--- src/rtl/lcd_pkg.sv ---
// Shared definitions for the LCD write scheduler: FSM encoding, default timing and character width.
package lcd_pkg;

    localparam int LCD_CHAR_W    = 8;
    localparam int LCD_INIT_WAIT = 900000;
    localparam int LCD_CHAR_WAIT = 4000;

    typedef enum logic [2:0] {
        S_IDLE       = 3'd0,
        S_INIT_PULSE = 3'd1,
        S_INIT_WAIT  = 3'd2,
        S_READY      = 3'd3,
        S_SEND       = 3'd4,
        S_HOLD       = 3'd5
    } lcd_state_e;

    function automatic int max_int(input int a, input int b);
        return (a > b) ? a : b;
    endfunction

endpackage

--- src/rtl/lcd_char_fifo.sv ---
// Synchronous first-word-fall-through character FIFO; dout shows the head entry whenever
// empty is low. Pushes while full and pops while empty are ignored.
module lcd_char_fifo
    import lcd_pkg::*;
#(
    parameter int FIFO_DEPTH = 16,
    parameter int WIDTH      = LCD_CHAR_W
) (
    input  logic                        clk,
    input  logic                        reset,
    input  logic                        push,
    input  logic [WIDTH-1:0]            din,
    input  logic                        pop,
    output logic [WIDTH-1:0]            dout,
    output logic                        full,
    output logic                        empty,
    output logic [$clog2(FIFO_DEPTH):0] count
);

    localparam int          AW      = $clog2(FIFO_DEPTH);
    localparam logic [AW:0] PTR_ONE = (AW + 1)'(1);

    logic [WIDTH-1:0] mem_q [FIFO_DEPTH];
    logic [AW:0]      wr_ptr_q, wr_ptr_d;
    logic [AW:0]      rd_ptr_q, rd_ptr_d;
    logic             do_push, do_pop;

    // Pointers carry one extra wrap bit so full and empty can be told apart.
    always_comb begin
        empty    = (wr_ptr_q == rd_ptr_q);
        full     = (wr_ptr_q[AW] != rd_ptr_q[AW]) &&
                   (wr_ptr_q[AW-1:0] == rd_ptr_q[AW-1:0]);
        count    = wr_ptr_q - rd_ptr_q;
        dout     = mem_q[rd_ptr_q[AW-1:0]];
        do_push  = push && !full;
        do_pop   = pop && !empty;
        wr_ptr_d = do_push ? (wr_ptr_q + PTR_ONE) : wr_ptr_q;
        rd_ptr_d = do_pop  ? (rd_ptr_q + PTR_ONE) : rd_ptr_q;
    end

    always_ff @(posedge clk) begin
        if (reset) begin
            wr_ptr_q <= '0;
            rd_ptr_q <= '0;
        end else begin
            wr_ptr_q <= wr_ptr_d;
            rd_ptr_q <= rd_ptr_d;
        end
    end

    always_ff @(posedge clk) begin
        if (do_push) begin
            mem_q[wr_ptr_q[AW-1:0]] <= din;
        end
    end

endmodule

--- src/rtl/lcd_write_scheduler.sv ---
// Shares the LCD character controller between producers A and B: round-robin grant,
// character FIFO, and timer-paced init/enviar pulses (the controller has no done flag).
//
//   state        | meaning
//   S_IDLE       | waiting for auto-start or start
//   S_INIT_PULSE | init high for one cycle, load init timer
//   S_INIT_WAIT  | down-count until controller initialisation is over
//   S_READY      | idle and ready; leave as soon as the FIFO holds a character
//   S_SEND       | enviar high, FIFO head popped, load hold timer
//   S_HOLD       | down-count so enviar pulses are CHAR_WAIT cycles apart
module lcd_write_scheduler
    import lcd_pkg::*;
#(
    parameter int FIFO_DEPTH = 16,
    parameter int INIT_WAIT  = LCD_INIT_WAIT,
    parameter int CHAR_WAIT  = LCD_CHAR_WAIT,
    parameter bit AUTO_START = 1'b1
) (
    input  logic                        clk,
    input  logic                        reset,
    input  logic                        start,
    input  logic                        req_a,
    input  logic [LCD_CHAR_W-1:0]       data_a,
    output logic                        ack_a,
    input  logic                        req_b,
    input  logic [LCD_CHAR_W-1:0]       data_b,
    output logic                        ack_b,
    output logic                        init,
    output logic                        enviar,
    output logic [LCD_CHAR_W-1:0]       info,
    output logic                        ready,
    output logic [$clog2(FIFO_DEPTH):0] fifo_count,
    output logic [15:0]                 sent_count
);

    localparam int TMR_W = $clog2(max_int(INIT_WAIT, CHAR_WAIT) + 1);

    // INIT_WAIT spans the init pulse plus the wait state, so the wait state lasts
    // INIT_WAIT-1 cycles. SEND plus HOLD plus one READY cycle gives CHAR_WAIT spacing.
    localparam logic [TMR_W-1:0] INIT_LOAD = TMR_W'(max_int(INIT_WAIT - 2, 0));
    localparam logic [TMR_W-1:0] HOLD_LOAD = TMR_W'(max_int(CHAR_WAIT - 3, 0));
    localparam logic [TMR_W-1:0] TMR_ONE   = TMR_W'(1);

    lcd_state_e                state_q, state_d;
    logic [TMR_W-1:0]          timer_q, timer_d;
    logic                      init_q, init_d;
    logic                      enviar_q, enviar_d;
    logic                      ready_q, ready_d;
    logic [LCD_CHAR_W-1:0]     info_q, info_d;
    logic [15:0]               sent_q, sent_d;
    logic                      prio_b_q, prio_b_d;

    logic                      grant_a, grant_b;
    logic                      fifo_push, fifo_pop;
    logic                      fifo_full, fifo_empty;
    logic [LCD_CHAR_W-1:0]     fifo_din, fifo_dout;

    lcd_char_fifo #(
        .FIFO_DEPTH (FIFO_DEPTH),
        .WIDTH      (LCD_CHAR_W)
    ) u_fifo (
        .clk   (clk),
        .reset (reset),
        .push  (fifo_push),
        .din   (fifo_din),
        .pop   (fifo_pop),
        .dout  (fifo_dout),
        .full  (fifo_full),
        .empty (fifo_empty),
        .count (fifo_count)
    );

    // prio_b_q set means A won the last grant, so B wins the next tie.
    always_comb begin
        grant_a   = req_a && (!req_b || !prio_b_q);
        grant_b   = req_b && (!req_a ||  prio_b_q);
        ack_a     = grant_a && !fifo_full;
        ack_b     = grant_b && !fifo_full;
        fifo_push = ack_a || ack_b;
        fifo_din  = ack_b ? data_b : data_a;
        prio_b_d  = prio_b_q;
        if (ack_a) begin
            prio_b_d = 1'b1;
        end else if (ack_b) begin
            prio_b_d = 1'b0;
        end
    end

    always_comb begin
        state_d  = state_q;
        timer_d  = timer_q;
        info_d   = info_q;
        sent_d   = sent_q;
        fifo_pop = 1'b0;
        case (state_q)
            S_IDLE: begin
                if (AUTO_START || start) begin
                    state_d = S_INIT_PULSE;
                end
            end
            S_INIT_PULSE: begin
                timer_d = INIT_LOAD;
                state_d = S_INIT_WAIT;
            end
            S_INIT_WAIT: begin
                if (timer_q == '0) begin
                    state_d = S_READY;
                end else begin
                    timer_d = timer_q - TMR_ONE;
                end
            end
            S_READY: begin
                // Latch the head now so info is already valid while enviar is high.
                if (!fifo_empty) begin
                    info_d  = fifo_dout;
                    state_d = S_SEND;
                end
            end
            S_SEND: begin
                fifo_pop = 1'b1;
                sent_d   = sent_q + 16'd1;
                timer_d  = HOLD_LOAD;
                state_d  = S_HOLD;
            end
            S_HOLD: begin
                if (timer_q == '0) begin
                    state_d = S_READY;
                end else begin
                    timer_d = timer_q - TMR_ONE;
                end
            end
            default: begin
                state_d = S_IDLE;
            end
        endcase
        init_d   = (state_d == S_INIT_PULSE);
        enviar_d = (state_d == S_SEND);
        ready_d  = ready_q || (state_d == S_READY);
    end

    always_ff @(posedge clk) begin
        if (reset) begin
            state_q  <= S_IDLE;
            timer_q  <= '0;
            init_q   <= 1'b0;
            enviar_q <= 1'b0;
            ready_q  <= 1'b0;
            info_q   <= '0;
            sent_q   <= '0;
            prio_b_q <= 1'b0;
        end else begin
            state_q  <= state_d;
            timer_q  <= timer_d;
            init_q   <= init_d;
            enviar_q <= enviar_d;
            ready_q  <= ready_d;
            info_q   <= info_d;
            sent_q   <= sent_d;
            prio_b_q <= prio_b_d;
        end
    end

    assign init       = init_q;
    assign enviar     = enviar_q;
    assign ready      = ready_q;
    assign info       = info_q;
    assign sent_count = sent_q;

endmodule

--- config.mk ---
export PLATFORM = sky130hd
export DESIGN_NAME = lcd_write_scheduler
export DESIGN_NICKNAME = d
export VERILOG_FILES = /design/src/rtl/lcd_pkg.sv /design/src/rtl/lcd_char_fifo.sv /design/src/rtl/lcd_write_scheduler.sv
export SDC_FILE = /design/constraint.sdc
export NUM_CORES = 1
export LEC_CHECK = 0
export CAP_MARGIN = 0
export CORE_ASPECT_RATIO = 1.1
export CORE_MARGIN = 1.5
export CORE_UTILIZATION = 59
export DETAILED_ROUTE_END_ITERATION = 10
export GPL_TIMING_DRIVEN = 0
export PLACE_DENSITY = 0.85
export SETUP_SLACK_MARGIN = 0.5
export SYNTH_ARGS = -nofsm -noshare
export SYNTH_HDL_FRONTEND = slang
export SYNTH_SLANG_ARGS = --single-unit
--- constraint.sdc ---
create_clock -name clk -period 3.6 [get_ports clk]
set_input_delay 0.72 -clock clk [delete_from_list [all_inputs] [get_ports clk]]
set_output_delay 0.72 -clock clk [all_outputs]
set_load 0.05 [all_outputs]
==> results.rst, run 1 <==
.. list-table::
   :header-rows: 1

   * - Metric
     - Value
   * - Ratio of cells with drive above 1 in the final layout
     - 0.2018
   * - Power spent charging and discharging nets
     - about 0.0015 W
   * - Worst hold slack
     - around 0.49 ns
   * - Setup repair after global routing missed its margin
     - true
   * - Inserted Clock Buffers
     - 17
   * - First element of the critical path
     - u_fifo.rd_ptr_q[1]
   * - Crit end category
     - output pin
   * - Htree depth
     - 4
   * - Most area-consuming cells after synthesis
     - sky130_fd_sc_hd__edfxtp_1 46%, sky130_fd_sc_hd__dfxtp_1 15%, sky130_fd_sc_hd__mux4_2 11%
   * - Routed WL per cell
     - between 20 and 25 um
   * - Global-route wire length before repair
     - 29300 um
   * - Detailed-routing iteration count for the pre-antenna-repair pass
     - 5
   * - Starting Density
     - 0.6027
   * - Pwr dens
     - between 500 and 600 mW/mm^2
   * - TritonCTS sink count
     - approximately 190
   * - Period minus WS final
     - just over 3 ns
   * - Non-filler cells in the finished layout
     - 872
   * - Critical Setup Path Class
     - reg -> out
   * - Crit start category
     - register
   * - Crit-path most repeated cell
     - sky130_fd_sc_hd__buf_8
   * - Number of remaining DRC errors
     - 0
   * - Mapped Avg Cell Area
     - 13.90 sq um
   * - Routed via count divided by cell count
     - 6.390
   * - Tot GR Track Use
     - 0.2684
   * - CP max stage cell
     - sky130_fd_sc_hd__dfxtp_4
   * - Antenna violations before repair
     - 0
   * - Die width
     - roughly 120 um
   * - Cell chosen for the clock root
     - sky130_fd_sc_hd__clkbuf_16
   * - Clock Tree Buf Depth
     - 2
   * - Number of warnings printed during yosys synthesis
     - 0
   * - Top-level I/O count
     - 55
   * - Remaining antenna violation count
     - 0
   * - Timing-limited maximum frequency
     - 329.4 MHz
   * - Crit-path cells
     - buf_8, buf_12, inv_1, ha_1, and4_1, buf_4, nand2_2, and3_4, buf_8
   * - Total Routed Length
     - about 19000 um
   * - Vias in the first global route
     - 5490
   * - Final Setup Violations
     - 0
   * - Post-synthesis sequential element count
     - 189
   * - Highest net fanout along the worst path
     - 10
   * - Internal power of the cells
     - 0.003728 W
   * - Number of enable-type register cells in the synthesized netlist
     - 128
   * - Largest net degree at the start of global routing
     - 18
   * - Sequential cell area fraction in the yosys report
     - 0.6092
   * - Clk pin slew, worst setup/hold paths
     - 0.07 ns
   * - Max VDD drop
     - ~0.44 mV
   * - Post-CTS Hold Buffers
     - 0
   * - TritonCTS clock tree
     - yes
   * - Unique masters post-synth
     - 65
   * - Number of maximum-capacitance violations
     - 0
   * - Worst-Skew Late Latency
     - 0.43 ns
   * - Seq pwr share
     - 0.483
   * - Leftover overflow at the end of global routing
     - 0
   * - Share of the clock period used by the worst path
     - 0.8434
   * - Largest stage delay, worst path
     - around 0.4 ns
   * - Placed wire-length estimate
     - between 10000 and 15000 um
   * - Placer's final routability congestion estimate
     - 0.9136
   * - Placement row count
     - between 40 and 50
   * - Total number of vias
     - roughly 5600
   * - Die ar.
     - 0.01481 sq mm
   * - Post-Syn Nets
     - 632
   * - Summed instance area of the synthesized netlist
     - 0.008314 sq mm
   * - Hold Crit Class
     - reg -> reg
   * - Layout overhead on the synthesized area
     - 17.58%
   * - Number of max-slew violations in the final report
     - 0
   * - Height of the die
     - around 130 um
   * - Clk pwr share
     - 0.327
   * - Port Buf Inserts
     - between 50 and 60
   * - Max transition margin
     - 0.4489
   * - Slew at the pin with the worst max-slew slack
     - roughly 0.82 ns
   * - Launch point of the worst hold path
     - info[3]
   * - Setup Skew
     - 0.007877 ns
   * - Status
     - finished clean
   * - Number of failing hold endpoints at the final stage
     - 0
   * - Share of total power consumed by net switching
     - 0.2928
   * - Number of nets in the layout
     - 705
   * - Count of antenna diodes in the layout
     - 0
   * - Leakage power figure
     - 3.192 nW
   * - Share of power burned in combinational logic
     - 0.190
   * - Placeable core area
     - roughly 0.014 sq mm
   * - Cell accounting for the most synthesized area
     - sky130_fd_sc_hd__edfxtp_1
   * - Number of cells after detailed placement
     - between 800 and 900
   * - Required time of the critical path
     - between 2 and 3 ns
   * - Kind of cell adding the most delay to the critical path
     - buffers and inverters
   * - Worst Path Buf+Inv
     - 5
   * - Fill cell total of the finished layout
     - 868
   * - DRC violation total after the first TritonRoute iteration
     - approximately 620
   * - Gate Count Post-Synth
     - 598
   * - Share of Yosys cell area claimed by the top area cell type
     - 0.4623
   * - Async set-reset flop share out of synthesis
     - 0
   * - Primary FF master, synth
     - sky130_fd_sc_hd__edfxtp_1
   * - Data arrival time of the worst path
     - about 2.3 ns
   * - R2r startpoint
     - u_fifo.rd_ptr_q[1]
[flip-flops by register name, indices dropped and copies added (netlist names)]
signal	flops
enviar	1
info	8
init	1
prio_b_q	1
ready	1
sent_count	16
state_q	3
timer_q	20
u_fifo.mem_q	128
u_fifo.rd_ptr_q	5
u_fifo.wr_ptr_q	5
[cell families after synthesis]
kind of cell / synth area share
muxes: 0.1228
and+or+nand+nor: 0.1117
xor gates and xnor gates: 0.02528
buffers and inverters: 0.02739
DFF: 0.6092
adders and majority gates: 0.02047
AOI/OAI and AO/OA: 0.08322
[repair_timing]
| item | CTS | global route |
|---|---|---|
| endpoints found under the setup margin | 272 | 64 |
| pin swaps | 1 | 0 |
| cloned | 0 | 0 |
| resized for setup | 61 | 13 |
| setup buffers | 1 | 0 |
[area by class of cell]
cell class | count | area (sq um) | area share
inverters | 18 | 71.32 | 0.007296
multi-input cells | 357 | 3138 | 0.3210
clock inverters | 13 | 103.9 | 0.01062
well taps | 188 | 235.2 | 0.02406
clock buffers | 19 | 432.9 | 0.04429
flip-flops and latches | 189 | 5069 | 0.5185
repair buffers | 54 | 530.5 | 0.05427
plain buffers | 34 | 195.2 | 0.01997
[cell usage after synthesis, types with 4 or more instances]
cell and count:
sky130_fd_sc_hd__xor2_1 10, sky130_fd_sc_hd__nor2_1 48, sky130_fd_sc_hd__o21ai_0 17, sky130_fd_sc_hd__a31oi_1 10, sky130_fd_sc_hd__nor2b_1 6, sky130_fd_sc_hd__a211oi_1 5
sky130_fd_sc_hd__nand4_1 8, sky130_fd_sc_hd__or3_1 9, sky130_fd_sc_hd__nor3_1 15, sky130_fd_sc_hd__ha_1 12, sky130_fd_sc_hd__nand3b_1 4, sky130_fd_sc_hd__o221a_2 4
sky130_fd_sc_hd__nand2_1 23, sky130_fd_sc_hd__a21o_1 4, sky130_fd_sc_hd__mux2_2 8, sky130_fd_sc_hd__buf_2 5, sky130_fd_sc_hd__nor3b_1 5, sky130_fd_sc_hd__a22o_1 8
sky130_fd_sc_hd__and3_1 6, sky130_fd_sc_hd__nor4_1 7, sky130_fd_sc_hd__xnor2_1 14, sky130_fd_sc_hd__inv_1 16, sky130_fd_sc_hd__clkbuf_1 21, sky130_fd_sc_hd__edfxtp_1 128
sky130_fd_sc_hd__or4_1 4, sky130_fd_sc_hd__nand2b_1 6, sky130_fd_sc_hd__a21oi_1 24, sky130_fd_sc_hd__nand3_1 10, sky130_fd_sc_hd__dfxtp_1 61, sky130_fd_sc_hd__mux4_2 40
sky130_fd_sc_hd__and4_1 5, sky130_fd_sc_hd__o22a_1 5
[per-layer routing]
metal	global-route usage	wire (um)	vias up
li1	-	-	2465
met1	0.3199	7253	2835
met2	0.4685	10270	232
met3	0.05787	929	40
met4	0.1155	419	0
met5	0	0	-
[stage by stage]
stage | util | cell area (sq um) | total power (W) | setup WS (ns) | TNS [ns]
after floorplan | - | 8329 | 0.003276 | 0.5014 | 0
after global placement | 0.6593 | 9095 | 0.003483 | -0.7034 | -15.01
after detailed placement | 0.6593 | 9095 | 0.003537 | -0.7099 | -33.50
after CTS | 0.7069 | 9752 | 0.005250 | 0.5002 | 0
after global routing | 0.7087 | 9776 | 0.005455 | 0.4775 | 0
final | 0.7087 | 9776 | 0.005272 | 0.5639 | 0
[layout by cell type, fill, tap and decap left out, types with 5 or more instances in the layout]
cell and n:
sky130_fd_sc_hd__nor3_4 5, sky130_fd_sc_hd__and4_1 5, sky130_fd_sc_hd__buf_2 6, sky130_fd_sc_hd__nor4_1 7
sky130_fd_sc_hd__buf_4 7, sky130_fd_sc_hd__edfxtp_1 128, sky130_fd_sc_hd__nor2_2 9, sky130_fd_sc_hd__a22o_1 8
sky130_fd_sc_hd__a211oi_1 5, sky130_fd_sc_hd__nor2b_1 6, sky130_fd_sc_hd__ha_1 12, sky130_fd_sc_hd__mux4_2 40
sky130_fd_sc_hd__nor2_1 36, sky130_fd_sc_hd__inv_1 15, sky130_fd_sc_hd__a21oi_1 23, sky130_fd_sc_hd__clkbuf_16 17
sky130_fd_sc_hd__clkdlybuf4s50_1 47, sky130_fd_sc_hd__nand2_1 21, sky130_fd_sc_hd__xor2_1 10, sky130_fd_sc_hd__a31oi_1 10
sky130_fd_sc_hd__or3_1 9, sky130_fd_sc_hd__inv_6 6, sky130_fd_sc_hd__nand4_1 8, sky130_fd_sc_hd__nor3_1 11
sky130_fd_sc_hd__o22a_1 5, sky130_fd_sc_hd__nand3_1 9, sky130_fd_sc_hd__and3_1 5, sky130_fd_sc_hd__dfxtp_1 60
sky130_fd_sc_hd__nor3b_1 5, sky130_fd_sc_hd__o21ai_0 17, sky130_fd_sc_hd__mux2_2 8, sky130_fd_sc_hd__xnor2_1 14
sky130_fd_sc_hd__nand2b_1 6, sky130_fd_sc_hd__clkbuf_1 20
[power by group through the flow]
stage	Sequential, W	Clock [W]	Combinational, W
floorplan	0.00258	0	0.000696
global placement	0.00257	0	0.000910
detailed placement	0.00259	0	0.000951
CTS	0.00254	0.00174	0.000971
global route	0.00255	0.00183	0.00107
finish	0.00255	0.00172	0.00100
[final timing paths]
check	end	slack, ns	depth (start not counted)
worst max-delay path	ack_a	0.56	9
worst min register to register	info[3]	0.49	1
worst max register to register	u_fifo.mem_q[8][1]	0.63	9
worst min-delay path	info[3]	0.49	1
Note: power is estimated with default switching activity, not from simulation.
==> inputs of run 2 (changes only) <==
--- a/config.mk
+++ b/config.mk
@@ -8,10 +8,10 @@
 export CAP_MARGIN = 0
 export CORE_ASPECT_RATIO = 1.1
 export CORE_MARGIN = 1.5
-export CORE_UTILIZATION = 59
+export CORE_UTILIZATION = 53
 export DETAILED_ROUTE_END_ITERATION = 10
 export GPL_TIMING_DRIVEN = 0
-export PLACE_DENSITY = 0.85
+export PLACE_DENSITY = 0.81
 export SETUP_SLACK_MARGIN = 0.5
 export SYNTH_ARGS = -nofsm -noshare
 export SYNTH_HDL_FRONTEND = slang
==> constraint.sdc (replaced) <==
create_clock -name clk -period 2.5 [get_ports clk]
set_input_delay 0.5 -clock clk [delete_from_list [all_inputs] [get_ports clk]]
set_output_delay 0.5 -clock clk [all_outputs]
set_load 0.05 [all_outputs]
==> run 2 against run 1 <==
  * The flow now finishes with violations (setup timing)
  * Largest cell class unchanged
  * Design area up 11%
  * Non-clock buffer count up 46
  * Critical path depth up 1
  * Sequential cell count unchanged
  * Clock power up 53%
==> results.rst, run 2 (synthesis results as in run 1) <==
.. list-table::
   :header-rows: 1

   * - Metric
     - Value
   * - Post-CTS Hold Buffers
     - 0
   * - Placed wire-length estimate
     - 12190 um
   * - Pwr dens
     - 737.3 mW/mm^2
   * - Placeable core area
     - about 0.015 sq mm
   * - Setup repair after global routing missed its margin
     - true
   * - Slew at the pin with the worst max-slew slack
     - 0.9329 ns
   * - Largest net degree at the start of global routing
     - 20
   * - R2r startpoint
     - u_fifo.rd_ptr_q[1]
   * - Port Buf Inserts
     - 53
   * - Max transition margin
     - 0.3736
   * - DRC violation total after the first TritonRoute iteration
     - 653
   * - Clk pin slew, worst setup/hold paths
     - approximately 0.07 ns
   * - Global-route wire length before repair
     - 33290 um
   * - TritonCTS clock tree
     - yes
   * - Leftover overflow at the end of global routing
     - 0
   * - TritonCTS sink count
     - 189
   * - Number of nets in the layout
     - approximately 750
   * - Largest stage delay, worst path
     - 0.37 ns
   * - Violated checks
     - setup timing
   * - Count of antenna diodes in the layout
     - 0
   * - Worst reg2reg path depth
     - 13
   * - Antenna violations before repair
     - 0
   * - Setup Skew
     - roughly 0.019 ns
   * - Ratio of cells with drive above 1 in the final layout
     - 0.3215
   * - CP max stage cell
     - sky130_fd_sc_hd__dfxtp_4
   * - Final Setup Violations
     - 55
   * - Status
     - complete, but fails checks
   * - Number of failing hold endpoints at the final stage
     - 0
   * - Highest net fanout along the worst path
     - 2
   * - Worst-Skew Late Latency
     - 0.45 ns
   * - Timing-limited maximum frequency
     - 384.2 MHz
   * - Hold Crit Class
     - reg -> reg
   * - Vias in the first global route
     - 5807
   * - Dpl ws
     - -0.5040 ns
   * - Total number of vias
     - roughly 5900
   * - Share of the clock period used by the worst path
     - 1.041
   * - Register-to-Register Setup Slack
     - -0.08 ns
   * - Starting Density
     - 0.5480
   * - Total Routed Length
     - 22160 um
   * - Area of placed instances
     - 0.009513 sq mm
   * - Clock Tree Buf Depth
     - 2
   * - Tot GR Track Use
     - 0.2738
   * - Number of maximum-capacitance violations
     - 0
   * - Commonest cells after routing, fill and taps aside
     - 128 x sky130_fd_sc_hd__edfxtp_1, 54 x sky130_fd_sc_hd__dfxtp_1, 46 x sky130_fd_sc_hd__clkdlybuf4s50_1
   * - Height of the die
     - 134.4 um
   * - Flip-flop count of the largest register, all copies and words added
     - 128
   * - Final setup margin
     - -0.1027 ns
   * - Crit end category
     - output pin
   * - Leakage power figure
     - 3.658 nW
   * - Detailed-routing iteration count for the pre-antenna-repair pass
     - 6
   * - Most common cell after layout, fill and taps aside
     - sky130_fd_sc_hd__edfxtp_1
   * - Hold worst-path end
     - info[2]
   * - Data arrival time of the worst path
     - around 2.1 ns
   * - Inserted Clock Buffers
     - 17
   * - Total Power
     - between 0.008 and 0.009 W
   * - Layout overhead on the synthesized area
     - 30.82%
   * - Die width
     - roughly 120 um
   * - Cell chosen for the clock root
     - sky130_fd_sc_hd__clkbuf_16
   * - Routed WL per cell
     - 23.91 um
   * - Placer's final routability congestion estimate
     - 0.8836
   * - Number of max-slew violations in the final report
     - 0
   * - Number of remaining DRC errors
     - 0
   * - Worst hold slack
     - 0.4870 ns
   * - Required time of the critical path
     - 2.00 ns
   * - Die ar.
     - 0.01645 sq mm
   * - Routed via count divided by cell count
     - between 6 and 7
   * - Worst reg2reg path endpoint
     - u_fifo.mem_q[0][6]
   * - Worst hold path depth
     - 1
   * - Launch point of the worst hold path
     - info[2]
   * - Htree depth
     - 4
   * - Period minus WS final
     - 2.603 ns
   * - Placement row count
     - between 40 and 50
   * - Top-level I/O count
     - 55
   * - Critical Setup Path Class
     - reg -> out
   * - Crit-path cells
     - clkbuf_16, buf_12, inv_8, ha_4, and4_1, clkbuf_8, nand2_4, nand3_4, clkinvlp_4, buf_8
   * - Remaining antenna violation count
     - 0
   * - Max VDD drop
     - 0.5957 mV
   * - Final instance area
     - 0.01088 sq mm
   * - Crit start category
     - register
run 2: cell types whose count changed in the layout (fill, tap and decap cells not counted), sizes merged:
cell           change
clkinvlp           -1
clkdlybuf4s50      -1
mux2               +1
inv                +2
clkinv             +1
dlygate4sd2        -1
buf               +46
run 2: worst max-delay path by stage:
stage                    endpoint  slack, ns                from  depth (start not counted)
6_report                    ack_b      -0.10  u_fifo.rd_ptr_q[1]                         10
5_1_grt                     ack_b      -0.18  u_fifo.rd_ptr_q[2]                          9
4_1_cts                     ack_b      -0.06  u_fifo.rd_ptr_q[1]                         10
3_5_place_dp                ack_b      -0.50  u_fifo.rd_ptr_q[2]                          9
3_3_place_gp                ack_b      -0.46  u_fifo.rd_ptr_q[2]                          9
2_1_floorplan  u_fifo.mem_q[3][0]       0.23  u_fifo.rd_ptr_q[1]                          9
run 2: layer usage:
layer,routed length (um),global-route usage,vias up,part of all wire
met5,0,0,-,0
met2,11830,0.4603,304,0.53
met1,8698,0.3621,3018,0.39
met4,329,0.07687,0,0.015
li1,-,-,2574,-
met3,1302,0.05612,37,0.059
run 2: area by class of cell:
cell class                      instances  area (sq um)
Buffer                                 34         255.2
Clock inverter                         15         140.1
Timing Repair Buffer                  100          1091
Inverter                               18         88.84
Multi-Input combinational cell        358          3552
Fill cell                             915          4295
Sequential cell                       189          5079
Tap cell                              196         245.2
Clock buffer                           17         425.4
run 2: metrics by stage:
| stage | TNS [ns] | std cells | utilization |
|---|---|---|---|
| after floorplan | 0 | 598 | - |
| after detailed placement | -9.618 | 847 | 0.6270 |
| after global routing | -8.265 | 927 | 0.7169 |
| after CTS | -0.1553 | 912 | 0.7013 |
| final | -2.236 | 927 | 0.7169 |
| after global placement | -7.307 | 847 | 0.6270 |
run 2: where the power goes:
group	internal, W	switching (W)	leakage, nW
sequential	0.00352	0.000152	1.66
clock	0.00132	0.00131	0.274
combinational	0.000721	0.000996	1.72
total	0.00556	0.00245	3.66
run 2: repair_timing:
item,CTS,global route
setup endpoints to repair,347,346
pin swaps,25,28
resized for setup,89,30
cloned,1,0
setup buffers,32,15
run 2: worst max-delay path: cells and delay by family (launching register included):
family / cells / cell delay [ns]
DFF: 1 / 0.37
and+or+nand+nor: 3 / 0.38
buffers and inverters: 6 / 0.66
adders and majority gates: 1 / 0.25
==> inputs of run 3 (changes only) <==
--- a/config.mk
+++ b/config.mk
@@ -15,4 +15,5 @@
 export SETUP_SLACK_MARGIN = 0.5
 export SYNTH_ARGS = -nofsm -noshare
 export SYNTH_HDL_FRONTEND = slang
+export SYNTH_HIERARCHICAL = 1
 export SYNTH_SLANG_ARGS = --single-unit
==> run 3 against run 2 <==
  * Highest routed layer unchanged
  * Sequential cell count grew 4
  * Core utilization grew 1.4 points
  * Clock skew shrank 0.0080 ns
  * Count of clock-buffer cells in the layout grew 1
  * The run still ends with setup timing left
  * Combinational power grew 5%
  * Synthesized cell count grew 2.8%
  * Die area shrank 1.0%
==> results.rst, run 3 <==
.. list-table::
   :header-rows: 1

   * - Metric
     - Value
   * - Hold Crit Class
     - reg -> reg
   * - Largest stage delay, worst path
     - 0.39 ns
   * - Area of placed instances
     - 0.009265 sq mm
   * - Commonest cells after routing, fill and taps aside
     - 128 x sky130_fd_sc_hd__edfxtp_1, 56 x sky130_fd_sc_hd__dfxtp_1, 47 x sky130_fd_sc_hd__nor2_1
   * - Data arrival time of the worst path
     - 2.04 ns
   * - CP max stage cell
     - sky130_fd_sc_hd__dfxtp_4
   * - Max VDD drop
     - 0.5549 mV
   * - Total number of vias
     - 6257
   * - Vias in the first global route
     - ~5700
   * - Status
     - complete, but fails checks
   * - Final Setup Violations
     - 2
   * - Worst Path Buf+Inv
     - 5
   * - Cell chosen for the clock root
     - sky130_fd_sc_hd__clkbuf_16
   * - Clock Tree Buf Depth
     - 2
   * - Primary FF master, synth
     - sky130_fd_sc_hd__edfxtp_1
   * - Die ar.
     - 0.01628 sq mm
   * - Cell accounting for the most synthesized area
     - sky130_fd_sc_hd__edfxtp_1
   * - Largest net degree at the start of global routing
     - 20
   * - Detailed-routing iteration count for the pre-antenna-repair pass
     - 5
   * - Worst-Skew Late Latency
     - between 0.4 and 0.5 ns
   * - Async set-reset flop share out of synthesis
     - 0
   * - Placement row count
     - 47
   * - Htree depth
     - 4
   * - Starting Density
     - 0.5443
   * - Mapped Avg Cell Area
     - roughly 13 sq um
   * - Setup Skew
     - 0.01149 ns
   * - Flip-flop count of the largest register, all copies and words added
     - 128
   * - Inserted Clock Buffers
     - 17
   * - Slew at the pin with the worst max-slew slack
     - 0.7567 ns
   * - Most common cell after layout, fill and taps aside
     - sky130_fd_sc_hd__edfxtp_1
   * - Post-Syn Nets
     - 649
   * - Layout overhead on the synthesized area
     - 34.22%
   * - Leading cell types by count after synthesis
     - 128 x sky130_fd_sc_hd__edfxtp_1, 65 x sky130_fd_sc_hd__dfxtp_1, 64 x sky130_fd_sc_hd__nor2_1
   * - First element of the critical path
     - u_fifo/rd_ptr_q[1]
   * - Setup repair after global routing missed its margin
     - true
   * - Crit-path most repeated cell
     - sky130_fd_sc_hd__inv_4
   * - Unique masters post-synth
     - 61
   * - Crit end category
     - output pin
   * - Clk pin slew, worst setup/hold paths
     - 0.07 ns
   * - R2r startpoint
     - u_fifo/rd_ptr_q[1]
   * - Number of max-slew violations in the final report
     - 0
   * - Share of the clock period used by the worst path
     - 1.015
   * - Number of enable-type register cells in the synthesized netlist
     - 128
   * - Critical Setup Path Class
     - reg -> out
   * - Most area-consuming cells after synthesis
     - sky130_fd_sc_hd__edfxtp_1 47%, sky130_fd_sc_hd__dfxtp_1 16%, sky130_fd_sc_hd__mux4_2 8.8%
   * - Post-synthesis sequential element count
     - 193
   * - Fill cell total of the finished layout
     - roughly 850
   * - Number of warnings printed during yosys synthesis
     - 6
   * - Instance count on the critical path
     - 9
   * - Tot GR Track Use
     - 0.2601
   * - Leading cell type by number of instances after synthesis
     - sky130_fd_sc_hd__edfxtp_1
   * - Non-filler cells in the finished layout
     - between 900 and 1000
   * - Placeable core area
     - approximately 0.015 sq mm
   * - Final setup margin
     - -0.03630 ns
   * - Port Buf Inserts
     - 53
   * - Number of cells after detailed placement
     - between 800 and 900
   * - Worst reg2reg path endpoint
     - u_fifo/mem_q[0][7]
   * - Violated checks
     - setup timing
   * - DRC violation total after the first TritonRoute iteration
     - 837
   * - Leftover overflow at the end of global routing
     - 0
   * - Max transition margin
     - 0.4919
   * - Register-to-Register Setup Slack
     - 0.13 ns
   * - Height of the die
     - 133.7 um
   * - Number of nets in the layout
     - 783
   * - Total Routed Length
     - roughly 24000 um
   * - Placed wire-length estimate
     - roughly 12000 um
   * - Share of Yosys cell area claimed by the top area cell type
     - 0.4672
   * - Antenna violations before repair
     - 0
   * - Period minus WS final
     - 2.536 ns
   * - Global-route wire length before repair
     - 31390 um
   * - Routed via count divided by cell count
     - between 6 and 7
   * - Highest net fanout along the worst path
     - 4
   * - Number of failing hold endpoints at the final stage
     - 0
   * - Final instance area
     - around 0.011 sq mm
   * - Remaining antenna violation count
     - 0
   * - Worst reg2reg path depth
     - 11
   * - Sequential cell area
     - 0.005174 sq mm
   * - Gate Count Post-Synth
     - 615
   * - Top-level I/O count
     - 55
   * - TritonCTS clock tree
     - yes
   * - Placer's final routability congestion estimate
     - 0.8770
   * - Count of antenna diodes in the layout
     - 0
   * - Required time of the critical path
     - 2.00 ns
   * - Sequential cell area fraction in the yosys report
     - 0.6254
   * - Timing-limited maximum frequency
     - 394.3 MHz
   * - Number of remaining DRC errors
     - 0
   * - TritonCTS sink count
     - 193
   * - Post-CTS Hold Buffers
     - 0
   * - Die width
     - 121.8 um
   * - Number of maximum-capacitance violations
     - 0
   * - Leakage power figure
     - between 4 and 5 nW
   * - Summed instance area of the synthesized netlist
     - 0.008227 sq mm
   * - Crit path to
     - ack_b
   * - Crit start category
     - register
   * - Worst hold path depth
     - 2
   * - Pwr dens
     - 743.1 mW/mm^2
   * - Routed WL per cell
     - 24.69 um
   * - Kind of cell adding the most delay to the critical path
     - buffers and inverters
   * - Crit-path cells
     - inv_4, ha_4, and4_4, nand2_4, inv_4, inv_4, and3_4, clkbuf_16, buf_12
   * - Multi-input logic area
     - 0.003613 sq mm
   * - Ratio of cells with drive above 1 in the final layout
     - 0.3333
## run 3: cell types whose count changed after synthesis, sizes merged, moves of 5 or more
cell | before | now
nand3 | 10 | 17
clkbuf | 21 | 12
a22oi | 1 | 16
nor3 | 18 | 7
nand2 | 23 | 47
xor2 | 10 | 17
a22o | 8 | 0
mux4 | 40 | 32
nor2 | 48 | 64
o22a | 5 | 0
nand2b | 6 | 11
## run 3: report_power, final
| group | internal (W) | leakage (nW) | switching, W |
|---|---|---|---|
| clock | 0.00133 | 0.273 | 0.00131 |
| sequential | 0.00359 | 1.69 | 0.000177 |
| combinational | 0.000802 | 2.05 | 0.00100 |
## run 3: worst min-delay path by stage
| stage | slack (ns) | endpoint | from |
|---|---|---|---|
| 2_1_floorplan | 0.45 | timer_q[0] | timer_q[0] |
| 3_3_place_gp | 0.45 | info[3] | info[3] |
| 3_5_place_dp | 0.46 | info[2] | info[2] |
| 4_1_cts | 0.47 | info[2] | info[2] |
| 5_1_grt | 0.51 | info[3] | info[3] |
| 6_report | 0.46 | info[2] | info[2] |
## run 3: area by class of cell
| class | count | share of cell area |
|---|---|---|
| sequential | 193 | 0.4686 |
| multi-input combinational | 389 | 0.3273 |
| timing repair buffer | 107 | 0.1075 |
| clock buffer | 18 | 0.03887 |
| tap | 196 | 0.02221 |
| buffer | 26 | 0.01666 |
| clock inverter | 14 | 0.01246 |
| inverter | 15 | 0.006459 |
## run 3: what timing repair did
action / 4_1_cts / 5_1_grt
resized for setup: 119 / 97
cloned: 1 / 9
pin swaps: 23 / 34
setup endpoints to repair: 331 / 326
setup buffers: 24 / 28
## run 3: kinds of logic after synthesis
family	count (synthesis)	synth area share
compound gates	99	0.08031
mux	43	0.1022
buf+inv	41	0.02114
flops	193	0.6254
xor+xnor	29	0.03179
simple gates	197	0.1185
fa+ha+maj	13	0.02068
## run 3: layer usage
layer,share of wire,GRT usage,vias to the layer above
li1,-,-,2617
met1,0.37,0.3304,3059
met2,0.49,0.4316,477
met3,0.095,0.05950,104
met4,0.042,0.1046,0
met5,0,0,-
## run 3: metrics by stage
step / worst slack, ns / total power (W) / hold WS (ns) / utilization / TNS, ns
6_report: -0.03630 / 0.008206 / 0.4644 / 0.7306 / -0.06856
3_3_place_gp: -0.2677 / 0.004867 / 0.4475 / 0.6130 / -6.387
2_1_floorplan: 0.3683 / 0.004600 / 0.4500 / - / 0
4_1_cts: -0.07921 / 0.007693 / 0.4662 / 0.6841 / -0.1530
3_5_place_dp: -0.3019 / 0.004940 / 0.4565 / 0.6130 / -11.05
5_1_grt: -0.08594 / 0.008448 / 0.5111 / 0.7306 / -0.1690
## run 3: worst register-to-register path: cells and delay by family (launching register included)
family,cells,cell delay [ns]
buffers and inverters,6,0.63
DFF,1,0.39
muxes,1,0.37
adders and majority gates,1,0.26
and+or+nand+nor,3,0.45
